## config.mk

```make
export PLATFORM = sky130hd
export DESIGN_NAME = seq_muldiv_unit
export DESIGN_NICKNAME = d
export VERILOG_FILES = /design/src/rtl/seq_muldiv_unit.sv
export SDC_FILE = /design/constraint.sdc
export NUM_CORES = 1
export LEC_CHECK = 0
export BUFFER_PORTS_ARGS = -buffer_cell sky130_fd_sc_hd__buf_4
export CORE_MARGIN = 3
export CORE_UTILIZATION = 33
export CTS_CLUSTER_DIAMETER = 50
export DETAILED_ROUTE_END_ITERATION = 16
export GPL_ROUTABILITY_DRIVEN = 1
export MAX_ROUTING_LAYER = met4
export PLACE_DENSITY = 0.54
export SYNTH_ARGS = -nofsm -noshare
export SYNTH_HDL_FRONTEND = slang
export SYNTH_SLANG_ARGS = --single-unit
```

## constraint.sdc

```tcl
create_clock -name clk -period 4.2 [get_ports clk]
set_clock_uncertainty 0.05 [all_clocks]
set_input_delay 0 -clock clk [delete_from_list [all_inputs] [get_ports clk]]
set_output_delay 0 -clock clk [all_outputs]
set_load 0.02 [all_outputs]
```

## src/rtl/seq_muldiv_unit.sv

```systemverilog
// Sequential multiply/divide unit: one radix-2 step per clock, shift-add multiply, restoring divide.
// Latency: Ready in cycle WIDTH+1 after the start edge (WIDTH+2 when signed support is built in), cycle 1 for divide-by-zero.
// Backpressure: Run/Ready handshake; Ready holds while Run stays high, and a new start needs Run low for one cycle.
//
// Optional feature macro: SEQ_MULDIV_SIGNED_EN
//   undefined : unsigned operands only, no FIX state, no sign logic.
//   defined   : two's complement operands; magnitudes are iterated and a
//               one-cycle FIX state applies the result signs.
//
// Ports:
//   clk      rising-edge clock
//   Reset    synchronous active-high reset
//   Run      start request (level, sampled only in IDLE)
//   Mode     0 = multiply, 1 = divide (latched at start)
//   A, B     multiplicand/dividend, multiplier/divisor (latched at start)
//   Busy     operation in progress
//   Ready    result valid
//   Hi, Lo   multiply: product upper/lower half; divide: remainder/quotient
//   DivZero  divide with B == 0, valid with Ready

module seq_muldiv_unit #(
    parameter int WIDTH = 32
) (
    input  logic             clk,
    input  logic             Reset,
    input  logic             Run,
    input  logic             Mode,
    input  logic [WIDTH-1:0] A,
    input  logic [WIDTH-1:0] B,
    output logic             Busy,
    output logic             Ready,
    output logic [WIDTH-1:0] Hi,
    output logic [WIDTH-1:0] Lo,
    output logic             DivZero
);

    localparam int CW = $clog2(WIDTH + 1);
    localparam logic [CW-1:0] LAST_ITER = CW'(WIDTH - 1);

    localparam logic [1:0] S_IDLE = 2'd0;
    localparam logic [1:0] S_ITER = 2'd1;
`ifdef SEQ_MULDIV_SIGNED_EN
    localparam logic [1:0] S_FIX  = 2'd2;
`endif
    localparam logic [1:0] S_DONE = 2'd3;

    logic [1:0]       state;
    logic [CW-1:0]    cnt;
    logic             mode_q;
    // Multiplicand when multiplying, divisor when dividing. The other
    // operand lives in Lo and is consumed/replaced bit by bit.
    logic [WIDTH-1:0] opnd;

`ifdef SEQ_MULDIV_SIGNED_EN
    logic             neg_main;   // negate product / quotient
    logic             neg_rem;    // remainder follows the dividend sign
`endif

    // ------------------------------------------------------------------
    // Operand preparation at start
    // ------------------------------------------------------------------
    logic [WIDTH-1:0] a_mag;
    logic [WIDTH-1:0] b_mag;

    always_comb begin
`ifdef SEQ_MULDIV_SIGNED_EN
        // The magnitude of the most negative value is itself when read as
        // unsigned, which is exactly what the datapath needs.
        a_mag = A[WIDTH-1] ? (~A + 1'b1) : A;
        b_mag = B[WIDTH-1] ? (~B + 1'b1) : B;
`else
        a_mag = A;
        b_mag = B;
`endif
    end

    // ------------------------------------------------------------------
    // One iteration step
    // ------------------------------------------------------------------
    logic [WIDTH:0]   mul_sum;
    logic [WIDTH:0]   div_diff;
    logic             div_ge;
    logic [WIDTH-1:0] it_hi;
    logic [WIDTH-1:0] it_lo;

    always_comb begin
        mul_sum  = {1'b0, Hi} + (Lo[0] ? {1'b0, opnd} : '0);
        // Partial remainder after the left shift is {Hi, Lo[MSB]}, which
        // needs WIDTH+1 bits. If the bit shifted out of Hi is set, the
        // remainder already exceeds any divisor and the difference fits in
        // WIDTH bits; otherwise the difference sign bit decides.
        div_diff = {Hi, Lo[WIDTH-1]} - {1'b0, opnd};
        div_ge   = Hi[WIDTH-1] | ~div_diff[WIDTH];

        it_hi = Hi;
        it_lo = Lo;
        if (mode_q) begin
            it_hi = div_ge ? div_diff[WIDTH-1:0] : {Hi[WIDTH-2:0], Lo[WIDTH-1]};
            it_lo = {Lo[WIDTH-2:0], div_ge};
        end else begin
            // Shift {carry, sum, Lo} right by one.
            it_hi = mul_sum[WIDTH:1];
            it_lo = {mul_sum[0], Lo[WIDTH-1:1]};
        end
    end

`ifdef SEQ_MULDIV_SIGNED_EN
    // ------------------------------------------------------------------
    // Sign fix-up applied in the FIX cycle
    // ------------------------------------------------------------------
    logic [2*WIDTH-1:0] prod_fix;
    logic [WIDTH-1:0]   fix_hi;
    logic [WIDTH-1:0]   fix_lo;

    always_comb begin
        prod_fix = neg_main ? (~{Hi, Lo} + 1'b1) : {Hi, Lo};
        if (mode_q) begin
            fix_lo = neg_main ? (~Lo + 1'b1) : Lo;
            fix_hi = neg_rem  ? (~Hi + 1'b1) : Hi;
        end else begin
            fix_hi = prod_fix[2*WIDTH-1:WIDTH];
            fix_lo = prod_fix[WIDTH-1:0];
        end
    end
`endif

    // ------------------------------------------------------------------
    // Control and datapath registers
    // ------------------------------------------------------------------
    always_ff @(posedge clk) begin
        if (Reset) begin
            state    <= S_IDLE;
            cnt      <= '0;
            mode_q   <= 1'b0;
            opnd     <= '0;
            Busy     <= 1'b0;
            Ready    <= 1'b0;
            DivZero  <= 1'b0;
            Hi       <= '0;
            Lo       <= '0;
`ifdef SEQ_MULDIV_SIGNED_EN
            neg_main <= 1'b0;
            neg_rem  <= 1'b0;
`endif
        end else begin
            case (state)
                S_IDLE: begin
                    if (Run) begin
                        mode_q <= Mode;
                        cnt    <= '0;
                        if (Mode && (B == '0)) begin
                            // Divide by zero short-circuits with the raw
                            // dividend as remainder, in either build.
                            state   <= S_DONE;
                            Ready   <= 1'b1;
                            DivZero <= 1'b1;
                            Lo      <= '1;
                            Hi      <= A;
                        end else begin
                            state   <= S_ITER;
                            Busy    <= 1'b1;
                            DivZero <= 1'b0;
                            Hi      <= '0;
                            if (Mode) begin
                                Lo   <= a_mag;
                                opnd <= b_mag;
                            end else begin
                                Lo   <= b_mag;
                                opnd <= a_mag;
                            end
`ifdef SEQ_MULDIV_SIGNED_EN
                            neg_main <= A[WIDTH-1] ^ B[WIDTH-1];
                            neg_rem  <= A[WIDTH-1];
`endif
                        end
                    end
                end

                S_ITER: begin
                    Hi  <= it_hi;
                    Lo  <= it_lo;
                    cnt <= cnt + 1'b1;
                    if (cnt == LAST_ITER) begin
`ifdef SEQ_MULDIV_SIGNED_EN
                        state <= S_FIX;
`else
                        state <= S_DONE;
                        Busy  <= 1'b0;
                        Ready <= 1'b1;
`endif
                    end
                end

`ifdef SEQ_MULDIV_SIGNED_EN
                S_FIX: begin
                    Hi    <= fix_hi;
                    Lo    <= fix_lo;
                    state <= S_DONE;
                    Busy  <= 1'b0;
                    Ready <= 1'b1;
                end
`endif

                S_DONE: begin
                    // Hold the result until Run drops; this forces at least
                    // one low cycle of Run between operations.
                    if (!Run) begin
                        state <= S_IDLE;
                        Ready <= 1'b0;
                    end
                end

                default: begin
                    state <= S_IDLE;
                    Busy  <= 1'b0;
                    Ready <= 1'b0;
                end
            endcase
        end
    end

endmodule
```

==> impl_metrics.tcl, run 1 <==
set metrics [dict create \
    power_frac_seq_pct 31.2 \
    synth_cells 1226 \
    tightest_slew_ns 1.038 \
    p_int_w 0.002386 \
    path_max_fanout 23 \
    startpoint_type "register" \
    syn-num-nets 1361 \
    synth_edf_count 0 \
    fmax_ghz 0.2729 \
    ys_seq_elements 108 \
    path_cells "buf_4 -> and2_1 -> ha_1 -> a211oi_1 -> nor2_1 -> o22a_1 -> a2111oi_4 -> nor3_2 -> o41a_1 -> a21oi_2 -> mux2i_1 -> a211oi_2" \
    synth_area_leaders "dfxtp_1 (23%), mux2i_1 (12%), ha_1 (8.5%)" \
    finalNetCount 1525 \
    slowest_stage "dfxtp_1" \
    drt_wl_total_um 36620 \
    rows 61 \
    routedWlPerCell_um 20.67 \
    pwr-share-comb_pct 47.9 \
    io_pins 135 \
    fin_crit_ns 3.664 \
    cp_top_family "compound AO/OA/AOI/OAI gates" \
    cts_resized 0 \
    r2r_cells 12 \
    cts_sinks 108 \
    grt_pass1_wl_um 56770 \
    fillers 2875 \
    coreArea_um2 28160 \
    drive_above_1_share_pct 14.99 \
    synth-seq-area-share_pct 22.64 \
    pwr-share-clk_pct 20.8 \
    gp_congestion 0.9372 \
    yosys.area.top_type "dfxtp_1" \
    maxSlewViolCount 0 \
    synth_most_common_cell "nor2_1" \
    holdPathStages 3 \
    hold_viol 0 \
    htreeDepth 3 \
    min_path_type "in2reg" \
    hold_buffers 65 \
    cpPeakStageDelay_ns 0.60 \
    cp.arrival_ns 3.86 \
    synthFlopType "dfxtp_1" \
    outcome "finished, final reports clean" \
    critical_path_required_ns 4.40 \
    overflow 0 \
    vias_per_cell 5.644 \
    die_width_um 176.1 \
    leakage_nw 5.145 \
    synth_top_cell_area_share_pct 22.64 \
    final_antenna_net_count 0 \
    rsz0062_at_grt "false" \
    cp_num_buf_inv 1 \
    io_buffers 134 \
    drtIter0Drc 755 \
    insertion_delay_ns 0.36 \
    grt_max_degree 79 \
    post-route-drc-count 0 \
    first_pass_iters 5 \
    postCtsSetupRepairBufs 0 \
    slew_headroom_pct 30.68 \
    power.switching_w 0.001752 \
    netlist_area_um2 9552 \
    antenna_cells 0 \
    route.vias.total 10001 \
    grt_pass1_vias 9591 \
    syn_to_final_growth_pct 24.57 \
    syn_area_per_cell_um2 7.791 \
    cp_num_cells 12 \
    start_util_pct 33.92 \
    swShare_pct 42.34 \
    power_density_nw_per_um2 347.8 \
    setup_violations 0 \
    antenna_found_initial 0 \
    numCtsBuffers 9 \
    root_buffer "clkbuf_16" \
    cap_violations 0 \
    cp-end-kind "register" \
    fp.dieArea_um2 31020 \
    synth_cell_types 73 \
    peakVddDrop_mv 0.2878 \
    gr-usage-all-layers_pct 23.85 \
    worstSetupPathType "reg2reg" \
    yosysWarnings 0 \
    clkTransAtPathRegs_ns 0.08 \
    setup_tns_ns 0 \
    cts_tree "built" \
    clockBufferDepth 2 \
    synthTopCellsByCount "nor2_1 (143), a21oi_1 (131), mux2i_1 (112), dfxtp_1 (108), ha_1 (65)" \
    async_flop_share_pct 0 \
    instances_no_fill 1772 \
    period_share_pct 87.24 \
    dp_hpwl_um 27770 \
    dpl.cell_count 1692 \
    die_y_um 176.1 \
]
-- through the flow --
step           util [%]  power (W)  instance area, µm²  setup WS (ns)  hold WS [ns]
2_1_floorplan         -   0.002595                9552          1.002       0.08900
3_3_place_gp      38.94   0.003218               10970         0.6949        0.2443
3_5_place_dp      38.94   0.003212               10970         0.6454        0.2459
4_1_cts           42.25   0.004143               11900         0.6107      0.005267
5_1_grt           42.25   0.004397               11900         0.3572       0.03052
6_report          42.25   0.004138               11900         0.5358       0.01107
-- power groups by stage --
stage / combinational, W / clock (W) / sequential (W)
6_report: 0.00198 / 0.000863 / 0.00129
5_1_grt: 0.00218 / 0.000908 / 0.00131
4_1_cts: 0.00197 / 0.000884 / 0.00129
3_5_place_dp: 0.00190 / 0 / 0.00131
3_3_place_gp: 0.00190 / 0 / 0.00131
2_1_floorplan: 0.00128 / 0 / 0.00132
-- worst min-delay path, delay by kind of cell --
kind / cells / cell delay, ns
AO/OA/AOI/OAI: 1 / 0.10
multiplexers: 1 / 0.15
buffers and inverters: 1 / 0.12
-- sequential cells by signal, indices dropped and copies added, names as in the netlist --
register,flops
Hi,32
DivZero,1
Lo,32
state,2
mode_q,1
Ready,1
Busy,1
opnd,32
cnt,6
-- per-layer routing --
layer / vias to the layer above / GRT usage (%) / wire (µm) / part of all wire [%]
met5: - / - / 0 / 0
met1: 4737 / 35.03 / 18200 / 50
met4: 0 / 5.972 / 694 / 1.9
met3: 42 / 2.151 / 2072 / 5.7
li1: 4883 / - / - / -
met2: 339 / 35.14 / 15660 / 43
-- layout make-up --
type                    instances  area (µm²)  share of cell area [%]
clock buffers                   9       225.2                   1.893
clock inverters                 6       55.05                  0.4627
repair buffers                226        1872                   15.73
inverters                      48       180.2                   1.514
flip-flops and latches        108        2163                   18.18
multi-input cells             997        6930                   58.24
well taps                     378       473.0                   3.975
-- placed cells by master, fill, tap and decap left out, types with 5 or more instances in the layout --
cell / instances
buf_4: 160
nor2_1: 140
a21oi_1: 131
mux2i_1: 112
dfxtp_1: 107
ha_1: 65
dlygate4sd3_1: 65
o21ai_0: 64
nand2_1: 59
inv_1: 48
a211oi_1: 47
and2_1: 39
a221oi_1: 39
nor3_1: 28
xor2_1: 27
xnor2_1: 24
a21o_1: 20
nand3_1: 18
nor4_1: 12
nor2b_1: 12
o21bai_1: 11
a31oi_1: 10
o21a_1: 9
nand2b_1: 9
o211ai_1: 9
clkbuf_16: 9
mux2_2: 8
a22oi_1: 7
nand4_1: 6
and3_1: 6
a221o_1: 6
or2_2: 5
or3_1: 5
-- cell families (layout without fill, tap and decap cells) --
group | count (synthesis) | after routing | share of synthesized area [%]
AOI/OAI and AO/OA | 399 | 399 | 27.80
and+or+nand+nor | 360 | 360 | 18.21
buffers and inverters | 121 | 289 | 5.069
muxes | 120 | 120 | 12.68
DFF | 108 | 108 | 22.64
adders and majority gates | 67 | 67 | 8.934
xor gates and xnor gates | 51 | 51 | 4.676
-- worst paths after layout --
kind | start | endpoint | slack, ns
worst max-delay path | Lo[0]$_SDFFE_PP0P_ | Hi[28]$_SDFFE_PP0P_ | 0.54
worst min-delay path | A[30] | opnd[30]$_SDFFE_PP0P_ | 0.01
worst max register to register | Lo[0]$_SDFFE_PP0P_ | Hi[28]$_SDFFE_PP0P_ | 0.54
worst min register to register | cnt[5]$_SDFFE_PP0P_ | cnt[5]$_SDFFE_PP0P_ | 0.43
Note: power is estimated with default switching activity, not from simulation.
==> run 2, diff against run 1 <==
Settings changed: ABC_AREA set to 1, PLACE_DENSITY 0.54 to 0.53.
Clock period 4.2 ns to 4.45 ns, I/O delays scaled along.
==> run 2 against run 1 <==
Against the previous run:
- setup slack better by 0.64 ns
- critical endpoint is now Hi[5]$_SDFFE_PP0P_
- synthesized cell count is 73% higher
- synthesized area is 23% higher
- highest routed layer unchanged
- critical path type unchanged
- core utilization is 3.4 points lower
- combinational power is 140% higher
- non-clock buffer count is 61 lower
- largest power group unchanged
- routed wire length is 33% higher
- register-to-register slack better by 0.64 ns
==> impl_metrics.tcl, run 2 <==
set metrics [dict create \
    outcome "finished, final reports clean" \
    leakage_nw 6.989 \
    setup_ws_ns 1.172 \
    multiInputGateArea_um2 7830 \
    die_y_um 194.6 \
    setup_violations 0 \
    drive_above_1_share_pct 9.670 \
    route.vias.total 13714 \
    synth_cell_types 43 \
    grt_pass1_vias 12907 \
    maxSlewViolCount 0 \
    synthTopCellsByCount "nand2_1 (677), inv_1 (350), o21ai_0 (204), nor2_1 (155), a21oi_1 (114)" \
    io_buffers 134 \
    layout_common_cells "nand2_1 (676), inv_1 (350), o21ai_0 (204), nor2_1 (153), buf_4 (148)" \
    slew_headroom_pct 17.94 \
    ff_latch_area_um2 2163 \
    ys_seq_elements 108 \
    yosysWarnings 0 \
    gp_congestion 1.002 \
    fmax_ghz 0.3051 \
    drtIter0Drc 1186 \
    io_pins 135 \
    cap_violations 0 \
    reg_top3 "Hi: 32 flops, Lo: 32 flops, opnd: 32 flops" \
    insertion_delay_ns 0.38 \
    rows 68 \
    cts_tree "built" \
    synth_area_leaders "nand2_1 (22%), dfxtp_1 (18%), inv_1 (11%)" \
    synthFlopType "dfxtp_1" \
    synth-seq-area-share_pct 18.43 \
    clockBufferDepth 2 \
    clkTransAtPathRegs_ns 0.08 \
    worstSetupPathType "reg2reg" \
    r2r_cells 17 \
    dp_hpwl_um 39080 \
    htreeDepth 3 \
    peakVddDrop_mv 0.2667 \
    antenna_found_initial 0 \
    start_util_pct 33.72 \
    crit_path_start "Lo[31]$_SDFFE_PP0P_" \
    tightest_slew_ns 1.223 \
    routedWlPerCell_um 18.28 \
    regToRegStartpoint "Lo[31]$_SDFFE_PP0P_" \
    root_buffer "clkbuf_16" \
    rrSetupSlack_ns 1.17 \
    pre_cts_ws_ns 1.207 \
    vias_per_cell 5.140 \
    fin_crit_ns 3.278 \
    r2r-end "Hi[5]$_SDFFE_PP0P_" \
    path_max_fanout 20 \
    critical_path_required_ns 4.71 \
    yosys.area.top_type "nand2_1" \
    drt_wl_total_um 48770 \
    finalNetCount 2343 \
    gr-usage-all-layers_pct 25.73 \
    cts_sinks 108 \
    antenna_cells 0 \
    setup_tns_ns 0 \
    synth_edf_count 0 \
    fp.dieArea_um2 37850 \
    overflow 0 \
    syn_to_final_growth_pct 15.27 \
    worstSetupEndpoint "Hi[5]$_SDFFE_PP0P_" \
    final_antenna_net_count 0 \
    post-route-drc-count 0 \
    synth_cells 2122 \
    grt_pass1_wl_um 74890 \
    rsz0062_at_grt "false" \
    numCtsBuffers 9 \
    syn-num-nets 2257 \
    netlist_area_um2 11730 \
    async_flop_share_pct 0 \
    startpoint_type "register" \
    postCtsSetupRepairBufs 0 \
    cp-end-kind "register" \
    syn_area_per_cell_um2 5.529 \
    hold_viol 0 \
    coreArea_um2 34800 \
    die_width_um 194.6 \
    synth_most_common_cell "nand2_1" \
    cts_resized 0 \
    min_path_type "in2reg" \
    grt_max_degree 98 \
    cp.arrival_ns 3.54 \
    first_pass_iters 5 \
    synth_top_cell_area_share_pct 21.66 \
    period_share_pct 73.66 \
    power_density_nw_per_um2 536.3 \
    final_common_cell "nand2_1" \
    fillers 3877 \
]
## run 2: cell count changes after synthesis, moves of 34 or more
cell	delta
mux2i_1	-112
o21ai_0	+140
and2_1	-34
a221oi_1	-36
nand4_1	+39
a211oi_1	-47
nand2_1	+618
inv_1	+302
nand3_1	+85
## run 2: routing by layer
metal	wire [µm]	vias to the layer above	track usage, %
met4	1147	0	6.755
met5	0	-	-
met2	20540	464	37.84
met1	24160	6216	37.75
met3	2927	61	2.288
li1	-	6973	-
## run 2: critical path, cell delays in order (launching register included)
cell     delay (ns)
dfxtp_1        0.43
inv_1          0.13
ha_1           0.26
fa_1           0.43
inv_1          0.13
nand2_1        0.06
nand2_1        0.08
nand3_1        0.08
nand2_2        0.14
nand2_1        0.08
nand2_2        0.08
nand3_2        0.06
buf_4          0.24
a21oi_4        0.45
nand2_1        0.10
nand3_1        0.14
nand3_1        0.10
a21oi_1        0.15
## run 2: cell type report
| cell class | instances | share of cell area, % |
|---|---|---|
| repair buffers | 165 | 9.548 |
| clock inverters | 7 | 0.7494 |
| inverters | 358 | 9.936 |
| multi-input cells | 1566 | 57.90 |
| flip-flops and latches | 108 | 16.00 |
| well taps | 455 | 4.209 |
| clock buffers | 9 | 1.665 |
## run 2: worst min path at each step
stage          start              endpoint  slack, ns  cells after the start
2_1_floorplan   A[0]  opnd[0]$_SDFFE_PP0P_       0.15                      2
3_3_place_gp    A[0]  opnd[0]$_SDFFE_PP0P_       0.29                      3
3_5_place_dp    A[0]  opnd[0]$_SDFFE_PP0P_       0.31                      3
4_1_cts        A[23]   Lo[23]$_SDFFE_PP0P_      0.002                      5
5_1_grt        A[23]   Lo[23]$_SDFFE_PP0P_       0.03                      5
6_report        B[1]  opnd[1]$_SDFFE_PP0P_      0.005                      5
## run 2: cells by family after synthesis
group | synth area share, %
AO/OA/AOI/OAI | 21.02
XOR/XNOR | 1.269
adder cells (fa/ha/maj) | 7.273
buffers and inverters | 14.98
flip-flops | 18.43
AND/OR/NAND/NOR | 37.03
## run 2: report_power, final
part / internal (W) / switching [W]
Clock: 0.000498 / 0.000436
Sequential: 0.00121 / 0.000358
Combinational: 0.00153 / 0.00323
## run 2: metrics by stage
step | instances | total power [W] | utilization, % | hold slack [ns] | cell area, µm²
6_report | 2668 | 0.007254 | 38.86 | 0.005068 | 13520
5_1_grt | 2668 | 0.007863 | 38.86 | 0.03467 | 13520
4_1_cts | 2668 | 0.007213 | 38.86 | 0.001749 | 13520
3_5_place_dp | 2636 | 0.006260 | 37.47 | 0.3080 | 13040
3_3_place_gp | 2636 | 0.006250 | 37.47 | 0.2934 | 13040
2_1_floorplan | 2122 | 0.004721 | - | 0.1512 | 11730
## run 2: timing repair
action | in CTS | in global routing
hold buffers | 16 | 0
hold endpoints to repair | 19 | 0
endpoints found under the setup margin | 0 | 0
==> run 3, diff against run 2 <==
Settings changed: PLACE_DENSITY 0.53 to 0.55.
Clock period 4.45 ns to 2.9 ns, I/O delays scaled along.
==> run 3 against run 2 <==
Against the previous run:
- via count rose by 1.6%
- die area did not move
- hold slack improved by 0.0018 ns
- first-iteration DRC count rose by 2.9%
- critical path type unchanged
- largest cell class unchanged
- highest routed layer unchanged
==> impl_metrics.tcl, run 3 (synthesis gave the netlist of run 2 again) <==
set metrics [dict create \
    slew_headroom_pct 30.40 \
    overflow 0 \
    final_antenna_net_count 0 \
    reg_top3 "Hi: 32 flops, Lo: 32 flops, opnd: 32 flops" \
    critical_path_required_ns 3.15 \
    fp.dieArea_um2 37850 \
    grt_pass1_vias 12920 \
    rsz0062_at_grt "true" \
    drive_above_1_share_pct 11.44 \
    worstSetupPathType "reg2reg" \
    min_path_type "in2reg" \
    startpoint_type "register" \
    grt_max_degree 98 \
    layout_common_cells "nand2_1 (672), inv_1 (350), o21ai_0 (204), buf_4 (175), nor2_1 (149)" \
    htreeDepth 3 \
    drtIter0Drc 1220 \
    maxUsedRoutingLayer "met4" \
    io_buffers 134 \
    final_common_cell "nand2_1" \
    route.met2.wl_um 20910 \
    cp-end-kind "register" \
    gp_congestion 0.9715 \
    outcome "finished, final reports clean" \
    die_width_um 194.6 \
    leakage_nw 7.167 \
    clkTransAtPathRegs_ns 0.08 \
    path_max_fanout 12 \
    route.vias.total 13937 \
    rows 68 \
    io_pins 135 \
    die_y_um 194.6 \
    fin_crit_ns 2.747 \
    power_density_nw_per_um2 825.1 \
    tightest_slew_ns 1.043 \
    wl_met3_um 3145 \
    wl_met1_um 23680 \
    rrSetupSlack_ns 0.15 \
    instances_no_fill 2693 \
    final_core_util_pct 39.62 \
    gr-usage-all-layers_pct 25.75 \
    r2r_cells 12 \
    antenna_found_initial 0 \
    first_pass_iters 5 \
    maxSlewViolCount 0 \
    grt_pass1_wl_um 74800 \
    period_share_pct 94.71 \
    fmax_ghz 0.3641 \
    insertion_delay_ns 0.37 \
    post-route-drc-count 0 \
    peakVddDrop_mv 0.4493 \
    drt_wl_total_um 48800 \
    cts_tree "built" \
    cap_violations 0 \
    setup_tns_ns 0 \
    root_buffer "clkbuf_16" \
    clockBufferDepth 2 \
    postCtsSetupRepairBufs 0 \
    finalNetCount 2369 \
    syn_to_final_growth_pct 17.52 \
    numCtsBuffers 9 \
    dp_hpwl_um 39130 \
    cts_sinks 108 \
    dpl.cell_count 2667 \
    holdPathStages 5 \
    cp.arrival_ns 2.99 \
    coreArea_um2 34800 \
    setup_violations 0 \
    vias_per_cell 5.175 \
    start_util_pct 33.72 \
    routedWlPerCell_um 18.12 \
    hold_viol 0 \
    antenna_cells 0 \
]
==> run 3: report_power, final <==
part / leakage (nW) / switching [W] / internal [W]
registers: 0.893 / 0.000493 / 0.00185
clock network: 0.156 / 0.000621 / 0.000779
logic: 6.12 / 0.00508 / 0.00255
==> run 3: final cells by class <==
cell class	instances	area (µm²)
timing repair buffer	191	1524
clock buffer	11	242.7
multi-input combinational	1566	7866
sequential	108	2168
clock inverter	4	73.82
inverter	358	1344
fill	3886	21010
tap	455	569.3
==> run 3: path summary, 6_finish.rpt <==
path / startpoint / to
hold / removal: B[20] / opnd[20]$_SDFFE_PP0P_
setup reg to reg: opnd[25]$_SDFFE_PP0P_ / Hi[4]$_SDFFE_PP0P_
hold reg to reg: Busy$_SDFFE_PP0P_ / Busy$_SDFFE_PP0P_
setup / recovery: opnd[25]$_SDFFE_PP0P_ / Hi[4]$_SDFFE_PP0P_
==> run 3: routing by layer <==
metal | GRT usage [%] | vias up
li1 | - | 7026
met1 | 37.19 | 6381
met2 | 38.81 | 480
met3 | 2.323 | 50
met4 | 6.250 | 0
met5 | - | -
==> run 3: critical path, cell delays in order (launching register included) <==
cell	delay, ns
dfxtp_1	0.44
inv_1	0.12
ha_1	0.36
nand2_1	0.10
inv_1	0.08
nand2_1	0.11
nor3_2	0.31
nand3_2	0.27
nand2_8	0.20
nand2_2	0.18
o211ai_1	0.25
nand2_1	0.07
a21oi_1	0.12
==> run 3: timing repair <==
| item | 4_1_cts | 5_1_grt |
|---|---|---|
| hold endpoints to repair | 12 | 0 |
| setup endpoints to repair | 2 | 25 |
| hold buffers | 11 | 0 |
| pin swaps | 0 | 1 |
| gates resized for setup | 2 | 13 |
==> run 3: per-stage QoR <==
stage          total power [W]  instance area [µm²]  hold slack, ns  setup WS [ns]
2_1_floorplan         0.007245                11730          0.1512         0.3053
3_3_place_gp          0.009866                13320          0.3177       -0.05254
3_5_place_dp          0.009856                13320          0.3275       -0.04513
4_1_cts                0.01129                13750        0.001330        0.02039
5_1_grt                0.01234                13790         0.02777       -0.01285
6_report               0.01138                13790        0.006833         0.1533
